==> src/rtl/fft_frame_feeder.sv <==
// rtl/fft_frame_feeder.sv - real sample stream to fixed-length complex AXI-Stream frames
//
// Ports:
//   clk_in, rst_in         clock, asynchronous active-low reset
//   sample_in/_valid_in    real input samples; sample_ready_out is the handshake ready
//   flush_in               pulse: zero-pad the current partial frame to FFT_POINTS words
//   m_axis_*               frame output, {imag=0, real=sample}, tlast on the final word
//   frame_count_out        frames completed on the output (tlast handshakes), wraps
//   fifo_level_out         output FIFO occupancy
//   overflow_out           sticky: a sample was discarded because the FIFO was full
module fft_frame_feeder #(
    parameter int SAMPLE_WIDTH = 16,
    parameter int FFT_POINTS   = 1024,
    parameter int FIFO_DEPTH   = 16,
    parameter int ALLOW_DROP   = 0
) (
    input  logic                            clk_in,
    input  logic                            rst_in,
    input  logic [SAMPLE_WIDTH-1:0]         sample_in,
    input  logic                            sample_valid_in,
    output logic                            sample_ready_out,
    input  logic                            flush_in,
    output logic [2*SAMPLE_WIDTH-1:0]       m_axis_tdata,
    output logic                            m_axis_tvalid,
    output logic                            m_axis_tlast,
    input  logic                            m_axis_tready,
    output logic [15:0]                     frame_count_out,
    output logic [$clog2(FIFO_DEPTH):0]     fifo_level_out,
    output logic                            overflow_out
);

    localparam int AW = $clog2(FIFO_DEPTH);
    localparam int IW = $clog2(FFT_POINTS);
    localparam logic [AW:0]   FULL_LEVEL = (AW+1)'(FIFO_DEPTH);
    localparam logic [IW-1:0] LAST_IDX   = IW'(FFT_POINTS - 1);

    typedef enum logic {ST_STREAM, ST_PAD} state_t;

    state_t state, state_next;

    // Holds the ready output low through reset and the first edge after release.
    logic running;

    // Only {last, real} is stored; the imaginary half is always zero.
    logic [SAMPLE_WIDTH:0] mem [FIFO_DEPTH];
    logic [AW-1:0]         wr_ptr, rd_ptr;
    logic [AW:0]           level;
    logic [IW-1:0]         idx, idx_post;

    logic full, pop, accept, sample_wr, pad_wr, wr, wr_last, drop;

    assign full   = (level == FULL_LEVEL);
    assign pop    = m_axis_tvalid && m_axis_tready;

    assign sample_ready_out = running && (state == ST_STREAM) && ((ALLOW_DROP != 0) || !full);
    assign accept    = sample_valid_in && sample_ready_out;
    // In drop mode a sample meeting a full FIFO still lands if the head leaves this cycle.
    assign sample_wr = accept && (!full || pop);
    assign drop      = accept && !sample_wr;
    assign pad_wr    = running && (state == ST_PAD) && !full;
    assign wr        = sample_wr || pad_wr;
    assign wr_last   = (idx == LAST_IDX);
    // Frame index after this cycle's write; a flush decision looks at this value.
    assign idx_post  = wr ? (wr_last ? '0 : idx + 1'b1) : idx;

    always_comb begin
        state_next = state;
        case (state)
            ST_STREAM: if (running && flush_in && (idx_post != '0)) state_next = ST_PAD;
            ST_PAD:    if (pad_wr && wr_last) state_next = ST_STREAM;
            default:   state_next = ST_STREAM;
        endcase
    end

    always_ff @(posedge clk_in or negedge rst_in) begin
        if (!rst_in) begin
            state           <= ST_STREAM;
            running         <= 1'b0;
            wr_ptr          <= '0;
            rd_ptr          <= '0;
            level           <= '0;
            idx             <= '0;
            frame_count_out <= '0;
            overflow_out    <= 1'b0;
        end else begin
            state   <= state_next;
            running <= 1'b1;
            idx     <= idx_post;
            if (wr)  wr_ptr <= wr_ptr + 1'b1;
            if (pop) rd_ptr <= rd_ptr + 1'b1;
            case ({wr, pop})
                2'b10:   level <= level + 1'b1;
                2'b01:   level <= level - 1'b1;
                default: level <= level;
            endcase
            if (pop && m_axis_tlast) frame_count_out <= frame_count_out + 1'b1;
            if (drop) overflow_out <= 1'b1;
        end
    end

    always_ff @(posedge clk_in) begin
        if (wr) mem[wr_ptr] <= {wr_last, sample_wr ? sample_in : {SAMPLE_WIDTH{1'b0}}};
    end

    // Storage is not reset, so the head is masked whenever the FIFO is empty.
    assign m_axis_tvalid  = (level != '0);
    assign m_axis_tdata   = m_axis_tvalid ? {{SAMPLE_WIDTH{1'b0}}, mem[rd_ptr][SAMPLE_WIDTH-1:0]} : '0;
    assign m_axis_tlast   = m_axis_tvalid && mem[rd_ptr][SAMPLE_WIDTH];
    assign fifo_level_out = level;

endmodule
==> config.mk <==
export PLATFORM = sky130hd
export DESIGN_NAME = fft_frame_feeder
export DESIGN_NICKNAME = d
export VERILOG_FILES = /design/src/rtl/fft_frame_feeder.sv
export SDC_FILE = /design/constraint.sdc
export NUM_CORES = 1
export LEC_CHECK = 0
export CAP_MARGIN = 25
export CORE_ASPECT_RATIO = 1.5
export CORE_MARGIN = 3
export CORE_UTILIZATION = 60
export DETAILED_ROUTE_END_ITERATION = 12
export HOLD_SLACK_MARGIN = 0.03
export PLACE_DENSITY = 0.8
export SLEW_MARGIN = 40
export SYNTH_ARGS = -nofsm -noshare
export SYNTH_HDL_FRONTEND = slang
export SYNTH_SLANG_ARGS = --single-unit
==> constraint.sdc <==
create_clock -name clk_in -period 5.4 [get_ports clk_in]
set_input_delay 1.08 -clock clk_in [delete_from_list [all_inputs] [get_ports clk_in]]
set_output_delay 1.08 -clock clk_in [all_outputs]
set_load 0.02 [all_outputs]
==> metrics.txt <==
status finished, final reports clean; Final min period around 4.5 ns; Arr. time, crit path about 3.4 ns; area added between synthesis and finish 13.6%; Worst Hold Path Cells 0; antenna cells 0; drt initial violations about 570; commonest non-fill, non-tap cell in the layout edfxtp_1; max-cap viol count 0; register area share after synthesis 71.6%; Synth Register Bits 314; cell row count 65; Max FO, Critical Path 62; WHS Endpoint overflow_out; PwrDens roughly 510 mW/mm^2; Post-synth EDFFs about 270; worst min-delay path class register to register; met3 wire length slightly above 2 mm; Max Root-Sink Buffers 3; Max Used Layer met4; CTS tree done; r2r startpoint rd_ptr[0]; Antenna Violating Nets Remaining 0; number of remaining DRC errors 0; Setup crit start kind register; CTS H-Tree Depth 1; asr flop ratio synth 13.4%; skew final about 0.019 ns; CP max stage cell mux4_2; GPL Wtd Cong about 0.80; critical path class register to output port; ratio of cells with drive above 1 in the final layout 21.9%; setup_tns 0 ns; Final Hold Vio Count 0; commonest non-fill, non-tap cells in the layout edfxtp_1, mux4_2, clkdlybuf4s50_1; fin util a little over two thirds; Distinct cells, synth 54; Sequential Power Share 43.1%; Slew headroom roughly 45%; pin count of the biggest net entering global routing 63; width of the die around 130 um; drt wl/cell between 20 and 30 um; Final #Nets between 700 and 800; post-DP HPWL between 15 and 20 mm; Leak 5.02 nW; vias in the first global route just under 7000; Setup crit end kind output port; clk_lat worst skew ~0.54 ns; port bufs 61; # Post-CTS Setup Buffers 0; GR Overflow Total 0; hold_buf cts 0; cell count after synthesis 669; clock share of power a little under a quarter; Power Total between 7 and 8 mW; Vias/cell between 6 and 7; die height between 150 and 200 um; Fillers about 1300; CTS root buffer clkbuf_16; RSZ-0062 raised after global routing false; HP Start overflow_out; hold slack 0.387 ns; initial core utilization between 60% and 70%; Total Wirelength around 27 mm; placed cell area between 0.01 and 0.015 mm^2; Crit path largest cell delay around 0.58 ns; R2R setup slack between 2 and 3 ns; Sw Share approximately 31%; wire length on met2 14.5 mm; top achievable clock speed roughly 220 MHz; worst vdd ir 0.321 mV; global-route wire length before repair 41.7 mm; Die ar. about 0.023 mm^2; worst-margin pin slew about 0.8 ns; Sink Count roughly 310; CP most frequent cell mux4_2; I/O pin count 78; FF-to-FF End frame_count_out[11]; Met1 Wirelength 9.65 mm; final instance area approximately 0.015 mm^2; crit path cell chain buf_12 -> mux4_2 -> mux4_2 -> nor2b_1 -> clkdlybuf4s50_1; antenna violations before repair 0; Syn Area/Cell between 15 and 20 um^2; Clock transition at path regs around 0.060 ns; Core Area between 0.02 and 0.025 mm^2; Worst EP required 4.32 ns; P_sw 2.31 mW; gr usage total about a quarter; Int Power about 5.2 mW; Vias 6617; post_cts resized 0; Top FF cell, synth edfxtp_1; Final Setup Violations 0; combinational share of power 33.0%; count of final max-slew check failures 0; fin crit share approximately 83%; worst r2r path cells 6; Cell Area, Synth 0.0129 mm^2; Syn. warnings 0; Num CTS Buffers 27; first drt pass iteration count 5
worst max-delay path by stage:
stage / start / slack [ns] / endpoint / cells past startpoint
floorplan: sample_valid_in / 1.92 / mem[3][0] / 5
global placement: rd_ptr[1] / 1.30 / m_axis_tdata[12] / 5
detailed placement: sample_valid_in / 1.46 / mem[11][0] / 7
CTS: rd_ptr[0] / 0.85 / m_axis_tdata[5] / 5
global route: rd_ptr[0] / 0.75 / m_axis_tdata[5] / 5
finish: rd_ptr[0] / 0.91 / m_axis_tdata[4] / 5
per-stage QoR:
step,cells,setup WS [ns]
after detailed placement,988,1.46
final,1038,0.913
after CTS,1038,0.853
after floorplan,684,1.92
after global placement,988,1.30
after global routing,1038,0.754
sequential cells by signal (all words and copies together) (netlist names):
signal,count
wr_ptr,4
frame_count_out,16
fifo_level_out,5
idx,10
mem,272
running,1
rd_ptr,4
overflow_out,1
state,1
layer usage:
metal	track usage, %	up-vias
met5	0	-
met4	10.5	0
met3	3.29	78
met2	42.4	335
met1	30.4	3403
li1	-	2801
cells by family after synthesis:
| group | share of synthesized area (%) |
|---|---|
| DFF | 71.6 |
| and+or+nand+nor | 5.61 |
| muxes | 15.1 |
| buffers and inverters | 2.68 |
| AOI/OAI and AO/OA | 2.00 |
| xor gates and xnor gates | 2.18 |
| adders and majority gates | 0.778 |
| other | 0.0584 |
layout make-up:
class | count | area [um^2] | share of cell area (%)
multi-input combinational | 312 | 3390 | 23.2
clock buffer | 38 | 757 | 5.18
tap | 268 | 335 | 2.29
sequential | 314 | 9230 | 63.1
inverter | 6 | 22.5 | 0.154
timing repair buffer | 88 | 823 | 5.63
clock inverter | 12 | 62.6 | 0.428
synth_stat cells, types with 3 or more instances:
master	count	area [um^2]
edfxtp_1	272	8170
o21ai_0	8	40.0
buf_4	18	135
mux2_2	3	33.8
buf_2	5	25.0
a21oi_1	5	25.0
mux4_2	82	1850
nand4_1	13	81.3
and3_1	24	150
nand2_1	25	93.8
xor2_1	5	43.8
clkbuf_1	20	75.1
ha_1	8	100
and2_1	6	37.5
nor2b_1	16	100
nand3_1	5	25.0
nand2b_1	3	18.8
buf_6	7	78.8
a31oi_1	5	31.3
nor2_1	25	93.8
nor3_1	5	25.0
inv_1	6	22.5
dfrtp_1	42	1050
xnor2_1	27	236
power by group through the flow:
stage | clock, mW | sequential (mW) | combinational (mW)
after floorplan | 0 | 3.13 | 1.79
after global placement | 0 | 3.24 | 2.43
after detailed placement | 0 | 3.27 | 2.48
after CTS | 1.81 | 3.23 | 2.51
after global routing | 1.90 | 3.27 | 2.64
final | 1.79 | 3.23 | 2.47
critical path, delay by kind of cell, from the launching register on:
kind / cells / cell delay, ns
buffers and inverters: 2 / 0.99
DFF: 1 / 0.56
muxes: 2 / 1.08
and+or+nand+nor: 1 / 0.16
Note: power is estimated with default switching activity, not from simulation.
